`src/rtl/mem_wb_skid_if.sv`:
```
// Handshake and entry bus between the MEM stage, the MEM/WB skid register and the WB stage.
// The slave modport is the skid buffer's view; the master modport is the driver side.
interface mem_wb_skid_if #(
  parameter int DATA_W = 32,
  parameter int ADDR_W = 5
);
  logic              valid_i;
  logic              ready_o;
  logic              flush_i;
  logic [1:0]        WB_i;
  logic [ADDR_W-1:0] RDaddr_i;
  logic [DATA_W-1:0] ALUdata_i;
  logic [DATA_W-1:0] DataMem_i;
  logic              valid_o;
  logic              ready_i;
  logic              RegWrite_o;
  logic              MemToReg_o;
  logic [ADDR_W-1:0] RDaddr_o;
  logic [DATA_W-1:0] ALUdata_o;
  logic [DATA_W-1:0] DataMem_o;
  logic [DATA_W-1:0] WBdata_o;
  logic [31:0]       retire_cnt_o;

  modport master (
    output valid_i, flush_i, WB_i, RDaddr_i, ALUdata_i, DataMem_i, ready_i,
    input  ready_o, valid_o, RegWrite_o, MemToReg_o, RDaddr_o, ALUdata_o,
           DataMem_o, WBdata_o, retire_cnt_o
  );

  modport slave (
    input  valid_i, flush_i, WB_i, RDaddr_i, ALUdata_i, DataMem_i, ready_i,
    output ready_o, valid_o, RegWrite_o, MemToReg_o, RDaddr_o, ALUdata_o,
           DataMem_o, WBdata_o, retire_cnt_o
  );
endinterface

```
`src/rtl/mem_wb_skid.sv`:
```
// MEM/WB pipeline register with a one-entry skid buffer, so ready_o comes straight from a flop.
// Also counts retired register writes.
module mem_wb_skid #(
  parameter int          DATA_W      = 32,
  parameter int          ADDR_W      = 5,
  parameter int          ZERO_GATE   = 1,
  parameter logic [31:0] RETIRE_INIT = 32'd0
) (
  input logic          clk_i,
  input logic          rst_i,
  mem_wb_skid_if.slave bus
);

  typedef enum logic [1:0] {EMPTY, ONE, FULL} state_t;

  typedef struct packed {
    logic [1:0]        wb;
    logic [ADDR_W-1:0] rd;
    logic [DATA_W-1:0] alu;
    logic [DATA_W-1:0] mem;
  } entry_t;

  state_t      r_state, w_nextState;
  entry_t      r_main, r_skid, w_nextMain, w_nextSkid, w_inEntry;
  logic [31:0] r_retireCnt;
  logic        w_mainValid, w_skidValid, w_accept, w_pop;
  logic        w_regWrite, w_memToReg, w_retire;

  // Valid bits are encoded by the state: main valid unless EMPTY, skid valid only when FULL.
  assign w_mainValid = (r_state != EMPTY);
  assign w_skidValid = (r_state == FULL);

  assign w_inEntry = '{wb: bus.WB_i, rd: bus.RDaddr_i, alu: bus.ALUdata_i, mem: bus.DataMem_i};

  assign w_accept = bus.valid_i & ~w_skidValid & ~bus.flush_i;
  assign w_pop    = w_mainValid & bus.ready_i;

  assign w_regWrite = r_main.wb[0] & w_mainValid & ~((ZERO_GATE != 0) && (r_main.rd == '0));
  assign w_memToReg = r_main.wb[1] & w_mainValid;
  assign w_retire   = w_pop & w_regWrite & ~bus.flush_i;

  always_comb begin
    w_nextState = r_state;
    w_nextMain  = r_main;
    w_nextSkid  = r_skid;
    case (r_state)
      EMPTY: begin
        if (w_accept) begin
          w_nextState = ONE;
          w_nextMain  = w_inEntry;
        end
      end
      ONE: begin
        if (w_accept && !w_pop) begin
          w_nextState = FULL;
          w_nextSkid  = w_inEntry;
        end else if (w_pop && !w_accept) begin
          w_nextState = EMPTY;
        end else if (w_pop && w_accept) begin
          w_nextMain = w_inEntry;
        end
      end
      FULL: begin
        if (w_pop) begin
          w_nextState = ONE;
          w_nextMain  = r_skid;
        end
      end
      default: w_nextState = EMPTY;
    endcase
    // Flush wins over everything; data fields of the dropped entries are left as don't-care.
    if (bus.flush_i) begin
      w_nextState = EMPTY;
    end
  end

  always_ff @(posedge clk_i or posedge rst_i) begin
    if (rst_i) begin
      r_state     <= EMPTY;
      r_main      <= '0;
      r_skid      <= '0;
      r_retireCnt <= RETIRE_INIT;
    end else begin
      r_state <= w_nextState;
      r_main  <= w_nextMain;
      r_skid  <= w_nextSkid;
      if (w_retire) begin
        r_retireCnt <= r_retireCnt + 32'd1;
      end
    end
  end

  assign bus.ready_o      = ~w_skidValid;
  assign bus.valid_o      = w_mainValid;
  assign bus.RegWrite_o   = w_regWrite;
  assign bus.MemToReg_o   = w_memToReg;
  assign bus.RDaddr_o     = r_main.rd;
  assign bus.ALUdata_o    = r_main.alu;
  assign bus.DataMem_o    = r_main.mem;
  assign bus.WBdata_o     = w_memToReg ? r_main.mem : r_main.alu;
  assign bus.retire_cnt_o = r_retireCnt;

endmodule

```
`src/flat_wrapper.sv`:
```
// flat-port wrapper written by rule: the top's interface ports become plain ports
module mem_wb_skid_flat 
#(
  parameter int          DATA_W      = 32,
  parameter int          ADDR_W      = 5,
  parameter int          ZERO_GATE   = 1,
  parameter logic [31:0] RETIRE_INIT = 32'd0
)
  (clk_i, rst_i, bus_valid_i, bus_flush_i, bus_WB_i, bus_RDaddr_i, bus_ALUdata_i, bus_DataMem_i, bus_ready_i, bus_ready_o, bus_valid_o, bus_RegWrite_o, bus_MemToReg_o, bus_RDaddr_o, bus_ALUdata_o, bus_DataMem_o, bus_WBdata_o, bus_retire_cnt_o);
  mem_wb_skid_if #(.DATA_W(DATA_W), .ADDR_W(ADDR_W)) bus_i ();
  input logic clk_i;
  input logic rst_i;
  input wire logic [$bits(bus_i.valid_i)-1:0] bus_valid_i;
  input wire logic [$bits(bus_i.flush_i)-1:0] bus_flush_i;
  input wire logic [$bits(bus_i.WB_i)-1:0] bus_WB_i;
  input wire logic [$bits(bus_i.RDaddr_i)-1:0] bus_RDaddr_i;
  input wire logic [$bits(bus_i.ALUdata_i)-1:0] bus_ALUdata_i;
  input wire logic [$bits(bus_i.DataMem_i)-1:0] bus_DataMem_i;
  input wire logic [$bits(bus_i.ready_i)-1:0] bus_ready_i;
  output wire logic [$bits(bus_i.ready_o)-1:0] bus_ready_o;
  output wire logic [$bits(bus_i.valid_o)-1:0] bus_valid_o;
  output wire logic [$bits(bus_i.RegWrite_o)-1:0] bus_RegWrite_o;
  output wire logic [$bits(bus_i.MemToReg_o)-1:0] bus_MemToReg_o;
  output wire logic [$bits(bus_i.RDaddr_o)-1:0] bus_RDaddr_o;
  output wire logic [$bits(bus_i.ALUdata_o)-1:0] bus_ALUdata_o;
  output wire logic [$bits(bus_i.DataMem_o)-1:0] bus_DataMem_o;
  output wire logic [$bits(bus_i.WBdata_o)-1:0] bus_WBdata_o;
  output wire logic [$bits(bus_i.retire_cnt_o)-1:0] bus_retire_cnt_o;
  assign bus_i.valid_i = bus_valid_i;
  assign bus_i.flush_i = bus_flush_i;
  assign bus_i.WB_i = bus_WB_i;
  assign bus_i.RDaddr_i = bus_RDaddr_i;
  assign bus_i.ALUdata_i = bus_ALUdata_i;
  assign bus_i.DataMem_i = bus_DataMem_i;
  assign bus_i.ready_i = bus_ready_i;
  assign bus_ready_o = bus_i.ready_o;
  assign bus_valid_o = bus_i.valid_o;
  assign bus_RegWrite_o = bus_i.RegWrite_o;
  assign bus_MemToReg_o = bus_i.MemToReg_o;
  assign bus_RDaddr_o = bus_i.RDaddr_o;
  assign bus_ALUdata_o = bus_i.ALUdata_o;
  assign bus_DataMem_o = bus_i.DataMem_o;
  assign bus_WBdata_o = bus_i.WBdata_o;
  assign bus_retire_cnt_o = bus_i.retire_cnt_o;
  mem_wb_skid #(.DATA_W(DATA_W), .ADDR_W(ADDR_W), .ZERO_GATE(ZERO_GATE), .RETIRE_INIT(RETIRE_INIT)) u_core (.clk_i(clk_i), .rst_i(rst_i), .bus(bus_i));
endmodule
```
`config.mk`:
```
export PLATFORM = sky130hd
export DESIGN_NAME = mem_wb_skid_flat
export DESIGN_NICKNAME = d
export VERILOG_FILES = /design/src/rtl/mem_wb_skid_if.sv /design/src/rtl/mem_wb_skid.sv /design/src/flat_wrapper.sv
export SDC_FILE = /design/constraint.sdc
export NUM_CORES = 1
export LEC_CHECK = 0
export ABC_AREA = 0
export ABC_CLOCK_PERIOD_IN_PS = 5900
export CAP_MARGIN = 30
export CORE_ASPECT_RATIO = 1.2
export CORE_MARGIN = 3
export CORE_UTILIZATION = 28
export DETAILED_ROUTE_END_ITERATION = 12
export SLEW_MARGIN = 10
export SYNTH_ARGS = -nofsm -noshare
export SYNTH_HDL_FRONTEND = slang
export SYNTH_SLANG_ARGS = --single-unit
```
`constraint.sdc`:
```
create_clock -name clk_i -period 5.9 [get_ports clk_i]
set_input_delay 0.885 -clock clk_i [delete_from_list [all_inputs] [get_ports clk_i]]
set_output_delay 0.885 -clock clk_i [all_outputs]
set_load 0.01 [all_outputs]
```
## Word-level counts from Yosys, hierarchy flattened

Index checks and enable logic that the tools add are counted.

| cells by class | value |
|---|---|
| $add $sub $neg | 1 |
| equality and inequality tests | 10 |
| muxes and demuxes | 13 |
| bitwise logic cells | 11 |
| reductions and logical operators | 12 |

Operators with widths:

| kind | number |
|---|---|
| $mux 71 | 5 |
| $pmux 71 s3 | 1 |
| $add 32x1->32 const B | 1 |
| $mux 32 | 1 |
| $mux 2 | 5 |
| $and 1x1->1 | 8 |
| $ne 2x2->1 const B | 3 |
| $pmux 2 s3 | 1 |
| $reduce_and 6->1 | 1 |
| $logic_not 5->1 | 1 |
| $ne 2x1->1 const B | 2 |
| $ne 4x2->1 const B | 1 |
| $logic_and 1x1->1 | 3 |
| $ne 3x2->1 const B | 1 |
| $ne 3x3->1 const B | 1 |
| $not 1->1 | 3 |
| $reduce_and 3->1 | 1 |
| $reduce_bool 3->1 | 1 |
| $eq 2x1->1 const B | 1 |
| $eq 2x2->1 const B | 1 |
| $logic_not 1->1 | 2 |
| $logic_not 2->1 | 1 |
| $reduce_and 2->1 | 1 |
| $reduce_bool 2->1 | 1 |

| word-level totals | value |
|---|---|
| register bits | 176 |
| input port bits | 76 |
| output and inout bits | 137 |
| logic and storage cells | 57 |

## Logic depth before layout (Yosys ltp)

| logic depth | value |
|---|---|
| depth after elaboration | 10 |
| mapped depth | 13 |
| mapped depth without buffers | 9 |

## Worst setup path before layout

No wires, ideal clock.

| timing | value |
|---|---|
| kind | reg2reg |
| from | reg u_core.r_state[0] |
| to | reg u_core.r_main (netlist bit u_core.bus.ALUdata_o[0]) |
| library setup time | 77 ps |
| arrival | 2,949 ps |
| required time | 5,823 ps |
| setup slack | 2,874 ps |
| stages on the path, launching flop included | 13 |
| path buffers | 4 |
| period minus slack after synthesis | 3,026 ps |
| cells stage by stage | dfrtp_1 > nand2b_1 > clkbuf_1 > buf_1 > nand3_1 > ha_1 > nor4b_1 > nand2_1 > o21ai_1 > clkbuf_1 > clkbuf_1 > nor2_1 > a21oi_1 |

| between the ends | value |
|---|---|
| longest elaborated chain between the ends | 8 |
| elaborated cells between the ends (all ways) | 21 |
| those cells by class | eq/ne (7); mux (1); bitwise (4); reduce/logical (9) |

Ends and longest elaborated chain:

| item | RTL line | source |
|---|---|---|
| start: declaration | mem_wb_skid.sv:23 | `state_t r_state, w_nextState;` |
| start signal: assignment | mem_wb_skid.sv:84 | `r_state <= w_nextState;` |
| $eq 2x2->1 * | mem_wb_skid.sv:31 | `assign w_skidValid = (r_state == FULL);` |
| $not 1->1 * | - |  |
| net bus_ready_o | flat_wrapper.sv:20 | `output wire logic [$bits(bus_i.ready_o)-1:0] bus_ready_o;` |
| $and 1x1->1 * (2 in series) | mem_wb_skid.sv:35 | `assign w_accept = bus.valid_i & ~w_skidValid & ~bus.flush_i;` |
| $logic_not 1->1 | mem_wb_skid.sv:57 | `end else if (w_pop && !w_accept) begin` |
| $logic_and 1x1->1 | mem_wb_skid.sv:57 |  |
| $ne 2x2->1 (no source line) | - |  |
| $reduce_and 6->1 (no source line) * | - |  |
| end signal: assignment | mem_wb_skid.sv:85 | `r_main <= w_nextMain;` |
| end: declaration | mem_wb_skid.sv:24 | `entry_t r_main, r_skid, w_nextMain, w_nextSkid, w_inEntry;` |

Mark *: on every way through the listed nets, which the timed path passes. The rest lies on a longest branch.
A chain may end at the register's enable or synchronous reset.

## Final worst setup path

| timing | value |
|---|---|
| from | reg u_core.r_state[0] |
| to | out bus_WBdata_o[13] |

| between the ends | value |
|---|---|
| longest elaborated chain between the ends | 3 |

Ends and longest elaborated chain:

| item | RTL line | source |
|---|---|---|
| $reduce_bool 2->1 | mem_wb_skid.sv:30 | `assign w_mainValid = (r_state != EMPTY);` |
| $and 1x1->1 | mem_wb_skid.sv:39 | `assign w_memToReg = r_main.wb[1] & w_mainValid;` |
| $mux 32 | mem_wb_skid.sv:100 | `assign bus.WBdata_o = w_memToReg ? r_main.mem : r_main.alu;` |
| end: declaration | flat_wrapper.sv:27 | `output wire logic [$bits(bus_i.WBdata_o)-1:0] bus_WBdata_o;` |

No other way between the ends.

==> impl_metrics.yaml <==
status:
  status: "complete, no violations"
floorplanning:
  pin_count: 213
  die_w_um: 164
  die-area_mm2: 0.0322
  rows: 68
  die_y_um: 196
  start_util_pct: 28.8
  coreArea_mm2: 0.0292
pwr:
  total_power_uw: 3780
  p_leak_uw: 0.00504
  ir_worst_vdd_mv: 0.139
  power.density_mw_per_mm2: 342
timing:
  final.setup.tns_ns: 0
  layout_min_cycle_time_ns: 3.79
  final.setup_skew_ns: 0.0101
  final_max_slew_viol_count: 0
  grt_setup_unrepaired: "false"
  finalHoldViolCount: 0
  fin_hold_ws_ns: 0.481
  fmax_mhz: 264
  setup_slack_ns: 2.11
  finalSetupViolations: 0
  min_period_over_period_pct: 64.2
  tightest_slew_ns: 0.887
  max-slew-margin-rel_pct: 40.7
clock_tree:
  cts_hold_buf: 0
  insertion_delay_ns: 0.43
  cts_tree: "built"
  cts_resized: 0
  path_clk_slew_ns: 0.07
  post_cts_buffers: 0
  cts_htree_levels: 4
  clock-root-buffer: "clkbuf_16"
  numCtsBuffers: 17
  cts_buffer_depth: 2
  clock-sinks: 176
routing:
  firstDrtPassIters: 4
  drtIter0Drc: 282
  vias: 5635
  drc_errors: 0
  ant_nets: 0
  wl_per_cell_um: 16.7
  vias_per_cell: 4.50
  routed_wl_um: 21000
global_routing:
  grt_usage_pct: 13.2
  grt_use_met2_pct: 21.8
  grt_pass1_wl_um: 33400
  grt_util_met3_pct: 3.57
  grtUsageMet1_pct: 16.8
  grt_overflow: 0
  first_global_vias: 5973
  busiest_layer: "met2"
  grt_start_max_net_pins: 96
  antenna_found_initial: 1
yosys:
  synthFlopType: "dfrtp_1"
  ys_async_sr_fraction_pct: 100
  synth_cell_types: 39
  synth-seq-cells: 176
  synth-edff-count: 0
  ys_warn_count: 0
  ys_seq_area_share_pct: 52.3
  synth_top_cell_area_share_pct: 52.3
  synth_area_mm2: 0.00842
  netlist_instances: 727
  synth_area_leaders: "dfrtp_1 (52%), mux2_2 (14%), mux2i_1 (8.4%)"
  syn_area_per_cell_um2: 11.6
  syn-num-nets: 807
  yosysTopAreaCell: "dfrtp_1"
final_layout:
  drive_gt1_share_pct: 17.3
  area_growth_pct: 31.3
  diodes: 0
  final_cell_area_mm2: 0.0110
  fill_cells: 2823
  layout.nets: 936
placed_design:
  portBuffers: 212
  pre_cts_slack_ns: 2.45
  dp_hpwl_um: 14600
  place.gp.congestion: 0.798
  place_area_mm2: 0.0104
setup_path:
  cp-end-kind: "output pin"
  arrival_ns: 2.90
  worst_setup_path_start_kind: "flop"
  crit_fanout: 33
  ff2ff_path_depth: 10
  required_ns: 5.02
  worst-setup-path-type: "flop to output pin"
worst_hold_path:
  hold_depth: 1
  hp-class: "flop to flop"
flow_run:
  cap_violations: 0
-- cell type report --
cell class                      instances  area (um^2)  area share, %
Clock buffer                           18          439           3.98
Clock inverter                         13          161           1.46
Inverter                                7         32.5          0.294
Multi-Input combinational cell        436         3340           30.2
Sequential cell                       176         4400           39.9
Tap cell                              385          482           4.36
Timing Repair Buffer                  218         2190           19.8
-- per-stage QoR --
step                      std cells  util, %
after floorplan                 727        -
after global placement         1222     35.8
after detailed placement       1222     35.8
after CTS                      1253     37.9
after global routing           1253     37.9
final                          1253     37.9
-- state kept, by name (all words and copies together) (netlist names) --
name,count
u_core.r_state,2
u_core.bus.ALUdata_o,32
u_core.r_main,2
u_core.bus.retire_cnt_o,32
u_core.bus.DataMem_o,32
u_core.bus.RDaddr_o,5
u_core.r_skid,71
-- synth_stat cells (all sizes together), types with 10 or more instances --
| cell type | number |
|---|---|
| a21oi | 71 |
| buf | 81 |
| clkbuf | 27 |
| dfrtp | 176 |
| mux2 | 103 |
| mux2i | 71 |
| nand2 | 18 |
| nand3 | 10 |
| nand4 | 10 |
| nor2 | 82 |
| xnor2 | 16 |
| xor2 | 15 |
-- worst max-delay path: stages, from the launching register on --
cell             delay, ns
dfrtp_1               0.48
or2_1                 0.36
nand2_2               0.69
mux2_2                0.41
clkdlybuf4s50_1       0.54
-- cells by family after synthesis --
group           synth area share, %
mux                            22.2
simple gates                   8.40
flops                          52.3
compound gates                 4.85
fa+ha+maj                     0.595
buf+inv                        8.28
xor+xnor                       3.32
-- path summary, 6_finish.rpt --
check                                            start  slack (ns)                     endpoint
setup reg to reg                     u_core.r_state[0]        2.85     u_core.bus.DataMem_o[20]
hold / removal             u_core.bus.retire_cnt_o[31]        0.48  u_core.bus.retire_cnt_o[31]
hold reg to reg            u_core.bus.retire_cnt_o[31]        0.48  u_core.bus.retire_cnt_o[31]
min in group asynchronous                        rst_i        0.93            u_core.r_skid[52]
setup / recovery                     u_core.r_state[0]        2.11             bus_WBdata_o[13]
max in group asynchronous                        rst_i        3.96             u_core.r_skid[5]
-- where the power goes --
part / total (uW) / internal, uW / switching (uW)
clock network: 1160 / 677 / 484
logic: 954 / 582 / 372
registers: 1670 / 1470 / 192
-- routing by layer --
layer | routed length, um | vias up
li1 | - | 2703
met1 | 9340 | 2774
met2 | 10100 | 132
met3 | 1080 | 24
met4 | 420 | 2
met5 | 13 | -
-- cell usage in the layout, fill, tap and decap left out, types with 2 or more instances in the layout --
| cell type | n |
|---|---|
| buf_12 | 2 |
| xor2_1 | 15 |
| nand3_1 | 9 |
| inv_1 | 5 |
| mux2_2 | 103 |
| ha_1 | 4 |
| buf_4 | 4 |
| bufinv_16 | 3 |
| nor3_1 | 2 |
| clkbuf_16 | 17 |
| a21oi_1 | 71 |
| nor2_1 | 82 |
| dfrtp_1 | 176 |
| mux2i_1 | 71 |
| or4_1 | 3 |
| clkinv_4 | 4 |
| and3_1 | 6 |
| clkdlybuf4s50_1 | 212 |
| nand2_1 | 16 |
| clkinv_2 | 5 |
| inv_6 | 2 |
| and4_1 | 4 |
| a211oi_1 | 2 |
| and2_1 | 3 |
| nand4_1 | 10 |
| xnor2_1 | 15 |
| nor2b_1 | 2 |
(Power assumes the default switching activity.)
